**src/rtl/pc_redirect_ctrl.sv**
```systemverilog
// Fetch PC register and control-flow redirect controller.
// Accepts taken branches / JAL / JALR from EX, loads the redirect target into
// the fetch PC, raises flush, and steers misaligned targets to the trap vector.
// Redirects accepted while fetch is stalled are parked and applied on release.
module pc_redirect_ctrl #(
    parameter logic [31:0] RESET_PC     = 32'h0000_0000,
    parameter logic [31:0] TRAP_VECTOR  = 32'h0000_0004,
    parameter int unsigned FLUSH_CYCLES = 1
) (
    input  logic        clk,
    input  logic        reset,
    input  logic        stall,
    input  logic        ex_valid,
    input  logic        takebranch,
    input  logic        jump,
    input  logic        jalr,
    input  logic [31:0] ex_pc,
    input  logic [31:0] imm,
    input  logic [31:0] rs1,
    output logic [31:0] pc,
    output logic [31:0] pc_plus4,
    output logic        redirect,
    output logic        flush,
    output logic        misalign,
    output logic [31:0] bad_addr
);

    localparam int unsigned CntW = $clog2(FLUSH_CYCLES + 1);
    localparam logic [CntW-1:0] CntLoad = CntW'(FLUSH_CYCLES - 1);

    typedef enum logic [1:0] {StRun, StPend, StFlush} state_e;

    state_e            state_q, state_d;
    logic [31:0]       pc_q, pc_d;
    logic [31:0]       pend_pc_q, pend_pc_d;
    logic [31:0]       bad_addr_q, bad_addr_d;
    logic [CntW-1:0]   cnt_q, cnt_d;

    logic        req;
    logic        accept;
    logic [31:0] target;
    logic [31:0] eff_target;
    logic        target_mis;

    // Target selection: JALR over JAL over conditional branch.
    always_comb begin
        req        = ex_valid & (takebranch | jump | jalr);
        if (jalr) begin
            target = (rs1 + imm) & ~32'h1;
        end else begin
            target = ex_pc + imm;
        end
        target_mis = (target[1:0] != 2'b00);
        eff_target = target_mis ? TRAP_VECTOR : target;
        // Only RUN can accept; PEND/FLUSH requests come from wrong-path instructions.
        accept     = req & (state_q == StRun);
    end

    // Next-state, PC sequencing and output decode.
    always_comb begin
        state_d    = state_q;
        pc_d       = pc_q;
        pend_pc_d  = pend_pc_q;
        cnt_d      = cnt_q;
        bad_addr_d = bad_addr_q;
        redirect   = 1'b0;
        flush      = 1'b0;
        misalign   = 1'b0;

        unique case (state_q)
            StRun: begin
                if (req) begin
                    redirect = 1'b1;
                    flush    = 1'b1;
                    misalign = target_mis;
                    if (target_mis) begin
                        bad_addr_d = target;
                    end
                    if (stall) begin
                        pend_pc_d = eff_target;
                        state_d   = StPend;
                    end else begin
                        pc_d = eff_target;
                        if (FLUSH_CYCLES > 1) begin
                            cnt_d   = CntLoad;
                            state_d = StFlush;
                        end
                    end
                end else if (!stall) begin
                    pc_d = pc_q + 32'd4;
                end
            end
            StPend: begin
                flush = 1'b1;
                if (!stall) begin
                    pc_d = pend_pc_q;
                    if (FLUSH_CYCLES > 1) begin
                        cnt_d   = CntLoad;
                        state_d = StFlush;
                    end else begin
                        state_d = StRun;
                    end
                end
            end
            StFlush: begin
                flush = 1'b1;
                // Count runs independently of stall; PC only moves when fetch is free.
                cnt_d = cnt_q - 1'b1;
                if (cnt_q == CntW'(1)) begin
                    state_d = StRun;
                end
                if (!stall) begin
                    pc_d = pc_q + 32'd4;
                end
            end
            default: begin
                state_d = StRun;
            end
        endcase
    end

    // State registers with synchronous reset.
    always_ff @(posedge clk) begin
        if (reset) begin
            state_q    <= StRun;
            pc_q       <= RESET_PC;
            pend_pc_q  <= 32'h0;
            bad_addr_q <= 32'h0;
            cnt_q      <= '0;
        end else begin
            state_q    <= state_d;
            pc_q       <= pc_d;
            pend_pc_q  <= pend_pc_d;
            bad_addr_q <= bad_addr_d;
            cnt_q      <= cnt_d;
        end
    end

    // Registered and derived outputs.
    always_comb begin
        pc       = pc_q;
        pc_plus4 = pc_q + 32'd4;
        bad_addr = bad_addr_q;
    end

endmodule

```
**config.mk**
```make
export PLATFORM = sky130hd
export DESIGN_NAME = pc_redirect_ctrl
export DESIGN_NICKNAME = d
export VERILOG_FILES = /design/src/rtl/pc_redirect_ctrl.sv
export SDC_FILE = /design/constraint.sdc
export NUM_CORES = 1
export LEC_CHECK = 0
export CORE_MARGIN = 5
export CORE_UTILIZATION = 55
export CTS_CLUSTER_SIZE = 14
export DETAILED_ROUTE_END_ITERATION = 8
export GPL_ROUTABILITY_DRIVEN = 0
export PLACE_DENSITY = 0.95
export SETUP_SLACK_MARGIN = 0.02
export SYNTH_ARGS = -nofsm -noshare
export SYNTH_HDL_FRONTEND = slang
export SYNTH_SLANG_ARGS = --single-unit
```
**constraint.sdc**
```tcl
create_clock -name clk -period 7 [get_ports clk]
set_clock_uncertainty 0.15 [all_clocks]
set_input_delay 1.4 -clock clk [delete_from_list [all_inputs] [get_ports clk]]
set_output_delay 1.4 -clock clk [all_outputs]
set_load 0.02 [all_outputs]
```
==> metrics.txt, run 1 <==
# TYPE chip_impl_metric gauge
chip_impl_metric{name="setup_viol",unit=""} 0
chip_impl_metric{name="syn_to_final_growth",unit="%"} 28.8
chip_impl_metric{name="synth-edff-count",unit=""} 0
chip_impl_metric{name="cts_setup_buffers",unit=""} 0
chip_impl_metric{name="max_freq",unit="GHz"} 0.176
chip_impl_metric{name="cts_hold_buffers",unit=""} 0
chip_impl_metric{name="die_x",unit="um"} 131
chip_impl_metric{name="die_area",unit="um^2"} 17200
chip_impl_metric{name="clkLatencyLatePin",unit="ns"} 0.34
chip_impl_metric{name="clockBufferDepth",unit=""} 2
chip_impl_metric{name="yosysUniqueCellTypes",unit=""} 77
chip_impl_metric{name="layout.nets",unit=""} 1378
chip_impl_info{name="ys_top_cells_by_area",value="sky130_fd_sc_hd__dfxtp_1 24%, sky130_fd_sc_hd__ha_1 9.6%, sky130_fd_sc_hd__a21oi_1 5.6%"} 1
chip_impl_metric{name="buf_inv_on_cp",unit=""} 4
chip_impl_info{name="critPathCapture",value="misalign"} 1
chip_impl_metric{name="pwr_density_cell",unit="nW/um^2"} 187
chip_impl_metric{name="wl_met2",unit="um"} 12100
chip_impl_metric{name="initialDrtViolationCount",unit=""} 1351
chip_impl_metric{name="finalWirelength",unit="um"} 26100
chip_impl_info{name="critPathCaptureType",value="primary output"} 1
chip_impl_metric{name="detailedPlacementHpwl",unit="um"} 20200
chip_impl_info{name="dr.max_layer_used",value="met4"} 1
chip_impl_metric{name="tightestPinTransition",unit="ns"} 1.00
chip_impl_metric{name="max-vdd-ir-drop",unit="mV"} 0.140
chip_impl_metric{name="avgRoutedWirePerCell",unit="um"} 18.6
chip_impl_metric{name="route.layer.met1.wl",unit="um"} 10400
chip_impl_info{name="ys_dominant_reg_cell",value="sky130_fd_sc_hd__dfxtp_1"} 1
chip_impl_metric{name="cts.htree.levels",unit=""} 3
chip_impl_metric{name="grt_pass1_wl",unit="um"} 41500
chip_impl_metric{name="std_cell_rows",unit=""} 44
chip_impl_metric{name="gr-total-overflow",unit=""} 0
chip_impl_metric{name="fp.dieH",unit="um"} 131
chip_impl_info{name="reg2reg_start",value="pc[4]"} 1
chip_impl_metric{name="period_needed",unit="ns"} 5.68
chip_impl_metric{name="worst-endpoint-required",unit="ns"} 5.45
chip_impl_metric{name="synth.cell_area",unit="um^2"} 8070
chip_impl_metric{name="number_of_global_route_vias_before_repair",unit=""} 8391
chip_impl_metric{name="timing.final.max_slew_violations",unit=""} 0
chip_impl_metric{name="track_usage",unit="%"} 28.3
chip_impl_metric{name="detail_route.first_pass.iterations",unit=""} 5
chip_impl_metric{name="post_synth.cell_area_avg",unit="um^2"} 7.68
chip_impl_metric{name="crit_path_max_incr_delay",unit="ns"} 0.61
chip_impl_metric{name="drc_violation_count_after_routing",unit=""} 0
chip_impl_info{name="yosysTopAreaCell",value="sky130_fd_sc_hd__dfxtp_1"} 1
chip_impl_metric{name="synth.top_cell.area_share",unit="%"} 24.1
chip_impl_info{name="regToRegEndpoint",value="pc[25]"} 1
chip_impl_metric{name="critPathMaxFanout",unit=""} 6
chip_impl_info{name="cts-root-buf",value="sky130_fd_sc_hd__clkbuf_16"} 1
chip_impl_metric{name="cts.reportedPaths.clkPinSlew",unit="ns"} 0.06
chip_impl_metric{name="filler_cells",unit=""} 1082
chip_impl_metric{name="totalNegativeSetupSlack",unit="ns"} 0
chip_impl_metric{name="power.static_leakage",unit="uW"} 0.00402
chip_impl_info{name="crit_path_start",value="imm[0]"} 1
chip_impl_metric{name="gate_count_after_technology_mapping",unit=""} 1051
chip_impl_metric{name="max_slew_margin",unit="%"} 32.7
chip_impl_metric{name="max_cap_violations",unit=""} 0
chip_impl_metric{name="yosys_register_bits",unit=""} 97
chip_impl_info{name="crit_path_top_cell_by_count",value="sky130_fd_sc_hd__clkdlybuf4s50_1"} 1
chip_impl_info{name="critical_path.startpoint_type",value="primary input"} 1
chip_impl_metric{name="antenna_cells",unit=""} 0
chip_impl_metric{name="timing_hold_violations_final",unit=""} 0
chip_impl_metric{name="via_count",unit=""} 8927
chip_impl_info{name="min-delay-path-class",value="register to register"} 1
chip_impl_metric{name="worst_hold_slack",unit="ns"} 0.306
chip_impl_metric{name="numCtsBuffers",unit=""} 9
chip_impl_metric{name="largest_net_degree_at_the_start_of_global_routing",unit=""} 82
chip_impl_metric{name="post_route_cells_drive_above_1_share",unit="%"} 4.77
chip_impl_metric{name="worst-r2r-setup-slack",unit="ns"} 4.13
chip_impl_metric{name="core-area",unit="um^2"} 14500
chip_impl_metric{name="synth_warnings",unit=""} 0
chip_impl_info{name="path_delay_family",value="buffers and inverters"} 1
chip_impl_metric{name="number_of_top_level_design_ports",unit=""} 202
chip_impl_metric{name="min_period_over_period",unit="%"} 81.1
chip_impl_info{name="outcome",value="finished, final reports clean"} 1
chip_impl_info{name="synth_most_common_cell",value="sky130_fd_sc_hd__nand2_1"} 1
chip_impl_metric{name="finalCoreUtilization",unit="%"} 71.8
chip_impl_metric{name="synth_nets",unit=""} 1218
chip_impl_metric{name="vias_per_cell",unit=""} 6.38
chip_impl_metric{name="port-buffer-count",unit=""} 201
chip_impl_metric{name="synth-seq-area-share",unit="%"} 24.1
chip_impl_metric{name="cp.depth",unit=""} 8
chip_impl_info{name="synth.top_cells.by_count",value="111 x sky130_fd_sc_hd__nand2_1, 99 x sky130_fd_sc_hd__nor2_1, 97 x sky130_fd_sc_hd__dfxtp_1"} 1
chip_impl_metric{name="postRouteAntennaNets",unit=""} 0
chip_impl_metric{name="numClockSinks",unit=""} 97
chip_impl_info{name="chain_of_cells_forming_the_critical_path",value="clkdlybuf4s50_1, ha_1, inv_1, fa_1, mux2i_1, o21ai_1, clkinv_1, clkdlybuf4s50_1"} 1
chip_impl_metric{name="met3_wirelength",unit="um"} 2620
chip_impl_info{name="unrepaired_setup_endpoints_after_global_routing",value="no"} 1
chip_impl_info{name="critPathKind",value="primary input to primary output"} 1
chip_impl_metric{name="floorplan.initialDensity",unit="%"} 55.8
chip_impl_info{name="cpMaxStageDelayCell",value="sky130_fd_sc_hd__clkdlybuf4s50_1"} 1
chip_impl_metric{name="worst_r2r_path_depth",unit=""} 9
chip_impl_info{name="tritoncts_clock_tree",value="done"} 1
chip_impl_metric{name="antenna_found_initial",unit=""} 0
chip_impl_metric{name="cts_resized",unit=""} 0
chip_impl_metric{name="synth_async_sr_flop_share",unit="%"} 0
chip_impl_metric{name="crit_path_dat",unit="ns"} 4.13
==> worst min path at each step <==
stage,start,end,slack [ns],cells after the start
final,pend_pc_q[22],pend_pc_q[22],0.31,2
after global routing,pend_pc_q[24],pend_pc_q[24],0.31,2
after CTS,pend_pc_q[22],pend_pc_q[22],0.30,2
after detailed placement,pend_pc_q[22],pend_pc_q[22],0.29,2
after global placement,pend_pc_q[13],pend_pc_q[13],0.29,2
after floorplan,pend_pc_q[13],pend_pc_q[13],0.28,2
==> tightest hold or removal path: stages, from the launching register on <==
cell and delay [ns]:
sky130_fd_sc_hd__dfxtp_1 0.31, sky130_fd_sc_hd__nand2_1 0.05, sky130_fd_sc_hd__o21ai_1 0.05
==> through the flow <==
step / worst slack (ns) / cells / power, uW / instance area, um^2
5_1_grt: 1.23 / 1399 / 2040 / 10400
6_report: 1.32 / 1399 / 1950 / 10400
3_3_place_gp: 1.49 / 1384 / 1420 / 10100
4_1_cts: 1.34 / 1399 / 1930 / 10400
3_5_place_dp: 1.35 / 1384 / 1440 / 10100
2_1_floorplan: 2.24 / 1051 / 1140 / 8070
==> placed cells by master, fill, tap and decap left out, types with 4 or more instances in the layout <==
master / Yosys / layout
sky130_fd_sc_hd__a22oi_1: 11 / 11
sky130_fd_sc_hd__or3_1: 6 / 6
sky130_fd_sc_hd__a221oi_2: 6 / 6
sky130_fd_sc_hd__o21bai_1: 4 / 4
sky130_fd_sc_hd__nand2_1: 111 / 111
sky130_fd_sc_hd__nand2b_1: 14 / 14
sky130_fd_sc_hd__o31ai_1: 4 / 4
sky130_fd_sc_hd__a221oi_1: 42 / 42
sky130_fd_sc_hd__nor4_1: 6 / 5
sky130_fd_sc_hd__o21ai_0: 35 / 35
sky130_fd_sc_hd__clkdlybuf4s50_1: 0 / 199
sky130_fd_sc_hd__dfxtp_1: 97 / 97
sky130_fd_sc_hd__and3_1: 9 / 9
sky130_fd_sc_hd__and2_1: 7 / 7
sky130_fd_sc_hd__o21ai_1: 26 / 26
sky130_fd_sc_hd__nand3_1: 26 / 26
sky130_fd_sc_hd__buf_4: 3 / 10
sky130_fd_sc_hd__xnor2_1: 45 / 45
sky130_fd_sc_hd__clkbuf_16: 0 / 9
sky130_fd_sc_hd__xor2_1: 35 / 35
sky130_fd_sc_hd__a31oi_1: 7 / 7
sky130_fd_sc_hd__inv_1: 42 / 42
sky130_fd_sc_hd__nor2_1: 99 / 99
sky130_fd_sc_hd__nand4_1: 24 / 24
sky130_fd_sc_hd__a211oi_1: 23 / 23
sky130_fd_sc_hd__o211ai_1: 8 / 8
sky130_fd_sc_hd__nor3_1: 20 / 20
sky130_fd_sc_hd__a21oi_1: 91 / 90
sky130_fd_sc_hd__a221o_1: 6 / 6
sky130_fd_sc_hd__mux2i_1: 12 / 12
sky130_fd_sc_hd__ha_1: 62 / 62
sky130_fd_sc_hd__a21o_1: 26 / 26
sky130_fd_sc_hd__o21a_1: 15 / 15
sky130_fd_sc_hd__nor2b_1: 10 / 9
==> logic make-up after synthesis <==
family | Yosys count | share of synthesized area, %
flip-flops | 97 | 24.1
multiplexers | 12 | 1.49
adder cells (fa/ha/maj) | 64 | 10.1
buffers and inverters | 105 | 5.60
AND/OR/NAND/NOR | 357 | 21.5
XOR/XNOR | 82 | 9.08
AO/OA/AOI/OAI | 334 | 28.2
==> layout make-up <==
type / instances / area, um^2 / share of cell area [%]
inverter: 43 / 161 / 1.55
multi-input combinational: 849 / 5690 / 54.7
timing repair buffer: 211 / 2080 / 20.0
clock buffer: 12 / 256 / 2.47
tap: 184 / 230 / 2.21
sequential: 97 / 1940 / 18.7
clock inverter: 3 / 40.0 / 0.385
==> per-layer routing <==
layer  up-vias  track usage (%)
li1       4180                -
met1      4103             36.9
met2       572             46.7
met3        72             4.32
met4         0             11.9
met5         -                0
==> sequential cells by signal, indices dropped and copies added (netlist names) <==
register and flops:
state_q 1, pc 32, bad_addr 32, pend_pc_q 32
==> power by group <==
part,internal (uW),switching (uW),total (uW)
combinational,343,475,817
clock,293,203,497
sequential,596,38.4,634
total,1230,716,1950
(Power assumes the default switching activity.)
==> run 2: changes to the inputs <==
--- a/config.mk
+++ b/config.mk
@@ -6,11 +6,11 @@
 export NUM_CORES = 1
 export LEC_CHECK = 0
 export CORE_MARGIN = 5
-export CORE_UTILIZATION = 55
+export CORE_UTILIZATION = 51
 export CTS_CLUSTER_SIZE = 14
 export DETAILED_ROUTE_END_ITERATION = 8
 export GPL_ROUTABILITY_DRIVEN = 0
-export PLACE_DENSITY = 0.95
+export PLACE_DENSITY = 0.93
 export SETUP_SLACK_MARGIN = 0.02
 export SYNTH_ARGS = -nofsm -noshare
 export SYNTH_HDL_FRONTEND = slang
==> constraint.sdc (replaced) <==
create_clock -name clk -period 5.6 [get_ports clk]
set_clock_uncertainty 0.15 [all_clocks]
set_input_delay 1.12 -clock clk [delete_from_list [all_inputs] [get_ports clk]]
set_output_delay 1.12 -clock clk [all_outputs]
set_load 0.02 [all_outputs]
==> metrics.txt, run 2 (synthesis gave the netlist of run 1 again) <==
# TYPE chip_impl_metric gauge
chip_impl_metric{name="switching_share",unit="%"} 37.3
chip_impl_info{name="reg2reg_start",value="state_q[0]"} 1
chip_impl_metric{name="core-area",unit="um^2"} 15700
chip_impl_metric{name="comb_power_share",unit="%"} 42.4
chip_impl_metric{name="detail_route.first_pass.iterations",unit=""} 6
chip_impl_metric{name="power.share.clock",unit="%"} 25.0
chip_impl_info{name="critical_path.startpoint_type",value="primary input"} 1
chip_impl_metric{name="drc_violation_count_after_routing",unit=""} 0
chip_impl_info{name="outcome",value="finished, final reports clean"} 1
chip_impl_metric{name="fp.dieH",unit="um"} 136
chip_impl_metric{name="setup_viol",unit=""} 0
chip_impl_metric{name="period_needed",unit="ns"} 4.89
chip_impl_info{name="unrepaired_setup_endpoints_after_global_routing",value="no"} 1
chip_impl_metric{name="numCtsBuffers",unit=""} 9
chip_impl_metric{name="port-buffer-count",unit=""} 201
chip_impl_metric{name="via_count",unit=""} 8973
chip_impl_metric{name="max-vdd-ir-drop",unit="mV"} 0.135
chip_impl_metric{name="numClockSinks",unit=""} 97
chip_impl_info{name="layout.cells.most_common",value="sky130_fd_sc_hd__clkdlybuf4s50_1"} 1
chip_impl_metric{name="timing_hold_violations_final",unit=""} 0
chip_impl_metric{name="avgRoutedWirePerCell",unit="um"} 18.3
chip_impl_metric{name="initialDrtViolationCount",unit=""} 1167
chip_impl_metric{name="finalCoreUtilization",unit="%"} 66.5
chip_impl_metric{name="number_of_global_route_vias_before_repair",unit=""} 8491
chip_impl_metric{name="critPathMaxFanout",unit=""} 6
chip_impl_metric{name="largest_net_degree_at_the_start_of_global_routing",unit=""} 68
chip_impl_metric{name="floorplan.initialDensity",unit="%"} 51.4
chip_impl_info{name="critPathKind",value="primary input to primary output"} 1
chip_impl_metric{name="p_switching",unit="uW"} 904
chip_impl_info{name="tritoncts_clock_tree",value="done"} 1
chip_impl_metric{name="worst-endpoint-required",unit="ns"} 4.33
chip_impl_metric{name="internal-power",unit="uW"} 1520
chip_impl_info{name="cts-root-buf",value="sky130_fd_sc_hd__clkbuf_16"} 1
chip_impl_metric{name="design_power_total",unit="uW"} 2420
chip_impl_metric{name="cts_hold_buffers",unit=""} 0
chip_impl_metric{name="vias_per_cell",unit=""} 6.26
chip_impl_metric{name="die_x",unit="um"} 136
chip_impl_metric{name="post_route_cells_drive_above_1_share",unit="%"} 4.93
chip_impl_metric{name="crit_path_dat",unit="ns"} 3.62
chip_impl_info{name="critPathCaptureType",value="primary output"} 1
chip_impl_metric{name="clkLatencyLatePin",unit="ns"} 0.35
chip_impl_metric{name="cts.htree.levels",unit=""} 3
chip_impl_metric{name="timing.final.max_slew_violations",unit=""} 0
chip_impl_metric{name="worst_r2r_path_depth",unit=""} 6
chip_impl_metric{name="number_of_top_level_design_ports",unit=""} 202
chip_impl_info{name="min-delay-path-class",value="register to register"} 1
chip_impl_metric{name="antenna_found_initial",unit=""} 0
chip_impl_metric{name="min_period_over_period",unit="%"} 87.2
chip_impl_metric{name="power.static_leakage",unit="uW"} 0.00403
chip_impl_metric{name="cts_resized",unit=""} 0
chip_impl_metric{name="detailedPlacementHpwl",unit="um"} 20300
chip_impl_metric{name="max_cap_violations",unit=""} 0
chip_impl_metric{name="layout.nets",unit=""} 1380
chip_impl_info{name="timing.hold.worst_endpoint",value="bad_addr[0]"} 1
chip_impl_metric{name="postRouteAntennaNets",unit=""} 0
chip_impl_metric{name="antenna_cells",unit=""} 0
chip_impl_info{name="regToRegEndpoint",value="pend_pc_q[23]"} 1
chip_impl_metric{name="max_freq",unit="GHz"} 0.205
chip_impl_metric{name="tightestPinTransition",unit="ns"} 1.08
chip_impl_metric{name="max_slew_margin",unit="%"} 27.4
chip_impl_metric{name="track_usage",unit="%"} 27.8
chip_impl_metric{name="worst_hold_path.num_cells",unit=""} 2
chip_impl_metric{name="std_cell_rows",unit=""} 46
chip_impl_metric{name="gr-total-overflow",unit=""} 0
chip_impl_info{name="hold_start",value="bad_addr[0]"} 1
chip_impl_metric{name="cts.reportedPaths.clkPinSlew",unit="ns"} 0.07
chip_impl_metric{name="power.share.sequential",unit="%"} 32.6
chip_impl_metric{name="totalNegativeSetupSlack",unit="ns"} 0
chip_impl_metric{name="worst-r2r-setup-slack",unit="ns"} 2.78
chip_impl_metric{name="cts_setup_buffers",unit=""} 0
chip_impl_metric{name="finalWirelength",unit="um"} 26200
chip_impl_info{name="mostFrequentLayoutCells",value="199 x sky130_fd_sc_hd__clkdlybuf4s50_1, 111 x sky130_fd_sc_hd__nand2_1, 99 x sky130_fd_sc_hd__nor2_1"} 1
chip_impl_metric{name="filler_cells",unit=""} 1246
chip_impl_metric{name="clockBufferDepth",unit=""} 2
chip_impl_metric{name="syn_to_final_growth",unit="%"} 29.3
chip_impl_metric{name="die_area",unit="um^2"} 18400
chip_impl_metric{name="pwr_density_cell",unit="nW/um^2"} 232
chip_impl_metric{name="grt_pass1_wl",unit="um"} 42000
## run 2: changes by cell type in the layout (fill, tap and decap cells not counted), sizes merged
cell	change
buf	+2
clkinv	+3
clkbuf	-2
## run 2: power groups by stage
stage / Combinational, uW / Clock [uW] / Sequential, uW
after floorplan: 580 / 0 / 847
after global placement: 978 / 0 / 802
after detailed placement: 1000 / 0 / 804
after CTS: 1010 / 611 / 789
after global routing: 1110 / 634 / 796
final: 1030 / 605 / 790
## run 2: layer usage
layer	part of all wire, %	vias up	GRT usage (%)
met3	10	78	4.59
met2	46	565	45.5
met1	40	4149	36.4
li1	-	4181	-
met4	3.9	0	11.4
met5	0	-	0
## run 2: how the worst max path moves through the flow
stage                     startpoint        to
after detailed placement      imm[0]  misalign
after global routing          imm[0]  misalign
after CTS                     imm[0]  misalign
final                         imm[0]  misalign
after floorplan             ex_pc[0]  misalign
after global placement        imm[0]  misalign
## run 2: cell type report
cell class | instances | area, um^2 | area share, %
clock buffer | 10 | 229 | 2.19
inverter | 43 | 161 | 1.55
clock inverter | 6 | 58.8 | 0.563
multi-input combinational | 849 | 5690 | 54.5
timing repair buffer | 213 | 2090 | 20.0
sequential | 97 | 1940 | 18.6
tap | 216 | 270 | 2.59
## run 2: worst max-delay path, cell delays in order
cell and delay, ns:
sky130_fd_sc_hd__clkdlybuf4s50_1 0.51, sky130_fd_sc_hd__ha_1 0.20, sky130_fd_sc_hd__inv_1 0.06, sky130_fd_sc_hd__fa_1 0.48, sky130_fd_sc_hd__mux2i_1 0.06, sky130_fd_sc_hd__buf_4 0.17
sky130_fd_sc_hd__o21ai_1 0.26, sky130_fd_sc_hd__clkinv_1 0.19, sky130_fd_sc_hd__clkdlybuf4s50_1 0.57
## run 2: stage by stage
stage | area, um^2 | hold slack, ns | cells | setup slack [ns]
2_1_floorplan | 8070 | 0.275 | 1051 | 1.40
3_3_place_gp | 10200 | 0.284 | 1418 | 0.718
3_5_place_dp | 10200 | 0.295 | 1418 | 0.716
4_1_cts | 10400 | 0.305 | 1434 | 0.702
5_1_grt | 10400 | 0.323 | 1434 | 0.625
6_report | 10400 | 0.306 | 1434 | 0.714
==> run 3: changes to the inputs <==
--- a/config.mk
+++ b/config.mk
@@ -9,7 +9,6 @@
 export CORE_UTILIZATION = 51
 export CTS_CLUSTER_SIZE = 14
 export DETAILED_ROUTE_END_ITERATION = 8
-export GPL_ROUTABILITY_DRIVEN = 0
 export PLACE_DENSITY = 0.93
 export SETUP_SLACK_MARGIN = 0.02
 export SYNTH_ARGS = -nofsm -noshare
==> metrics.txt, run 3 (synthesis gave the netlist of run 1 again) <==
# TYPE chip_impl_metric gauge
chip_impl_metric{name="avgRoutedWirePerCell",unit="um"} 18.6
chip_impl_metric{name="die_x",unit="um"} 136
chip_impl_info{name="reg2reg_start",value="pc[4]"} 1
chip_impl_metric{name="via_count",unit=""} 8829
chip_impl_metric{name="numCtsBuffers",unit=""} 9
chip_impl_metric{name="crit_path_dat",unit="ns"} 3.58
chip_impl_info{name="tritoncts_clock_tree",value="done"} 1
chip_impl_metric{name="numClockSinks",unit=""} 97
chip_impl_metric{name="track_usage",unit="%"} 27.3
chip_impl_metric{name="timing_hold_violations_final",unit=""} 0
chip_impl_metric{name="cts_hold_buffers",unit=""} 0
chip_impl_metric{name="min_period_over_period",unit="%"} 86.5
chip_impl_metric{name="worst-r2r-setup-slack",unit="ns"} 2.75
chip_impl_metric{name="cts_setup_buffers",unit=""} 0
chip_impl_metric{name="std_cell_rows",unit=""} 46
chip_impl_metric{name="worst-endpoint-required",unit="ns"} 4.33
chip_impl_metric{name="worst_hold_slack",unit="ns"} 0.306
chip_impl_metric{name="cts_resized",unit=""} 0
chip_impl_metric{name="largest_net_degree_at_the_start_of_global_routing",unit=""} 68
chip_impl_info{name="critPathCaptureType",value="primary output"} 1
chip_impl_metric{name="power.static_leakage",unit="uW"} 0.00403
chip_impl_metric{name="tightestPinTransition",unit="ns"} 0.919
chip_impl_info{name="cts-root-buf",value="sky130_fd_sc_hd__clkbuf_16"} 1
chip_impl_metric{name="gp_congestion",unit=""} 0.978
chip_impl_metric{name="final_design_area_no_fill",unit="um^2"} 10400
chip_impl_metric{name="detailedPlacementHpwl",unit="um"} 20900
chip_impl_metric{name="postRouteAntennaNets",unit=""} 0
chip_impl_metric{name="layout.nets",unit=""} 1380
chip_impl_metric{name="worst_hold_path.num_cells",unit=""} 2
chip_impl_metric{name="syn_to_final_growth",unit="%"} 29.4
chip_impl_metric{name="totalNegativeSetupSlack",unit="ns"} 0
chip_impl_metric{name="clockBufferDepth",unit=""} 2
chip_impl_info{name="unrepaired_setup_endpoints_after_global_routing",value="no"} 1
chip_impl_metric{name="period_needed",unit="ns"} 4.85
chip_impl_metric{name="antenna_found_initial",unit=""} 0
chip_impl_info{name="hold_start",value="pend_pc_q[20]"} 1
chip_impl_metric{name="grt_pass1_wl",unit="um"} 41200
chip_impl_info{name="layout.cells.most_common",value="sky130_fd_sc_hd__clkdlybuf4s50_1"} 1
chip_impl_metric{name="clkLatencyLatePin",unit="ns"} 0.34
chip_impl_metric{name="finalWirelength",unit="um"} 26600
chip_impl_metric{name="cts.reportedPaths.clkPinSlew",unit="ns"} 0.06
chip_impl_metric{name="timing.final.max_slew_violations",unit=""} 0
chip_impl_metric{name="max-vdd-ir-drop",unit="mV"} 0.168
chip_impl_metric{name="gr-total-overflow",unit=""} 0
chip_impl_metric{name="setup_viol",unit=""} 0
chip_impl_metric{name="die_area",unit="um^2"} 18400
chip_impl_metric{name="antenna_cells",unit=""} 0
chip_impl_metric{name="core-area",unit="um^2"} 15700
chip_impl_metric{name="max_slew_margin",unit="%"} 38.2
chip_impl_info{name="critPathKind",value="primary input to primary output"} 1
chip_impl_metric{name="drc_violation_count_after_routing",unit=""} 0
chip_impl_metric{name="vias_per_cell",unit=""} 6.16
chip_impl_metric{name="max_cap_violations",unit=""} 0
chip_impl_info{name="outcome",value="finished, final reports clean"} 1
chip_impl_metric{name="floorplan.initialDensity",unit="%"} 51.4
chip_impl_metric{name="port-buffer-count",unit=""} 201
chip_impl_metric{name="pwr_density_cell",unit="nW/um^2"} 233
chip_impl_metric{name="post_dp_cell_area",unit="um^2"} 10200
chip_impl_metric{name="post_route_cells_drive_above_1_share",unit="%"} 4.76
chip_impl_metric{name="max_freq",unit="GHz"} 0.206
chip_impl_metric{name="initialDrtViolationCount",unit=""} 1008
chip_impl_metric{name="number_of_global_route_vias_before_repair",unit=""} 8096
chip_impl_info{name="regToRegEndpoint",value="pc[25]"} 1
chip_impl_info{name="min-delay-path-class",value="register to register"} 1
chip_impl_metric{name="number_of_top_level_design_ports",unit=""} 202
chip_impl_info{name="critical_path.startpoint_type",value="primary input"} 1
chip_impl_metric{name="worst_r2r_path_depth",unit=""} 9
chip_impl_metric{name="detail_route.first_pass.iterations",unit=""} 7
chip_impl_info{name="timing.hold.worst_endpoint",value="pend_pc_q[20]"} 1
chip_impl_metric{name="critPathMaxFanout",unit=""} 6
chip_impl_metric{name="fp.dieH",unit="um"} 136
chip_impl_metric{name="cts.htree.levels",unit=""} 3
chip_impl_info{name="mostFrequentLayoutCells",value="199 x sky130_fd_sc_hd__clkdlybuf4s50_1, 111 x sky130_fd_sc_hd__nand2_1, 99 x sky130_fd_sc_hd__nor2_1"} 1
==> run 3: cell count changes in the layout (fill, tap and decap cells not counted), sizes merged <==
cell,before,now
clkbuf,10,13
clkinv,6,3
==> run 3: worst max-delay path by stage <==
| stage | endpoint | slack (ns) | from |
|---|---|---|---|
| detailed placement | misalign | 0.75 | imm[0] |
| floorplan | misalign | 1.40 | ex_pc[0] |
| global route | misalign | 0.62 | imm[0] |
| global placement | misalign | 0.76 | imm[0] |
| CTS | misalign | 0.73 | imm[0] |
| finish | misalign | 0.75 | imm[0] |
==> run 3: where the power goes <==
part           internal (uW)  leakage, uW  switching, uW
Sequential               744     0.000795           47.0
Combinational            430      0.00309            600
Clock                    358     0.000144            255
==> run 3: through the flow <==
step	utilization (%)	worst slack, ns	cells	total power [uW]
finish	66.5	0.753	1434	2430
global route	66.5	0.617	1434	2540
CTS	66.5	0.730	1434	2420
detailed placement	64.6	0.745	1418	1810
global placement	64.6	0.758	1418	1800
floorplan	-	1.40	1051	1430
==> run 3: cell type report <==
| cell class | instances | area (um^2) |
|---|---|---|
| Clock inverter | 3 | 40.0 |
| Tap cell | 216 | 270 |
| Fill cell | 1306 | 5270 |
| Multi-Input combinational cell | 849 | 5690 |
| Inverter | 43 | 161 |
| Timing Repair Buffer | 213 | 2090 |
| Sequential cell | 97 | 1940 |
| Clock buffer | 13 | 250 |
==> run 3: critical path, stage by stage <==
cell and delay, ns:
sky130_fd_sc_hd__clkdlybuf4s50_1 0.51, sky130_fd_sc_hd__ha_1 0.20, sky130_fd_sc_hd__inv_1 0.06, sky130_fd_sc_hd__fa_1 0.47, sky130_fd_sc_hd__mux2i_1 0.07, sky130_fd_sc_hd__buf_4 0.17, sky130_fd_sc_hd__o21ai_1 0.22, sky130_fd_sc_hd__clkinv_1 0.18
sky130_fd_sc_hd__clkdlybuf4s50_1 0.58
==> run 3: metal layers <==
| metal | share of wire [%] | GRT usage (%) | wire, um | up-vias |
|---|---|---|---|---|
| met5 | 0 | 0 | 0 | - |
| met1 | 43 | 37.9 | 11400 | 4174 |
| met3 | 8.5 | 2.59 | 2260 | 38 |
| li1 | - | - | - | 4178 |
| met4 | 1.8 | 7.11 | 488 | 0 |
| met2 | 47 | 45.5 | 12500 | 439 |
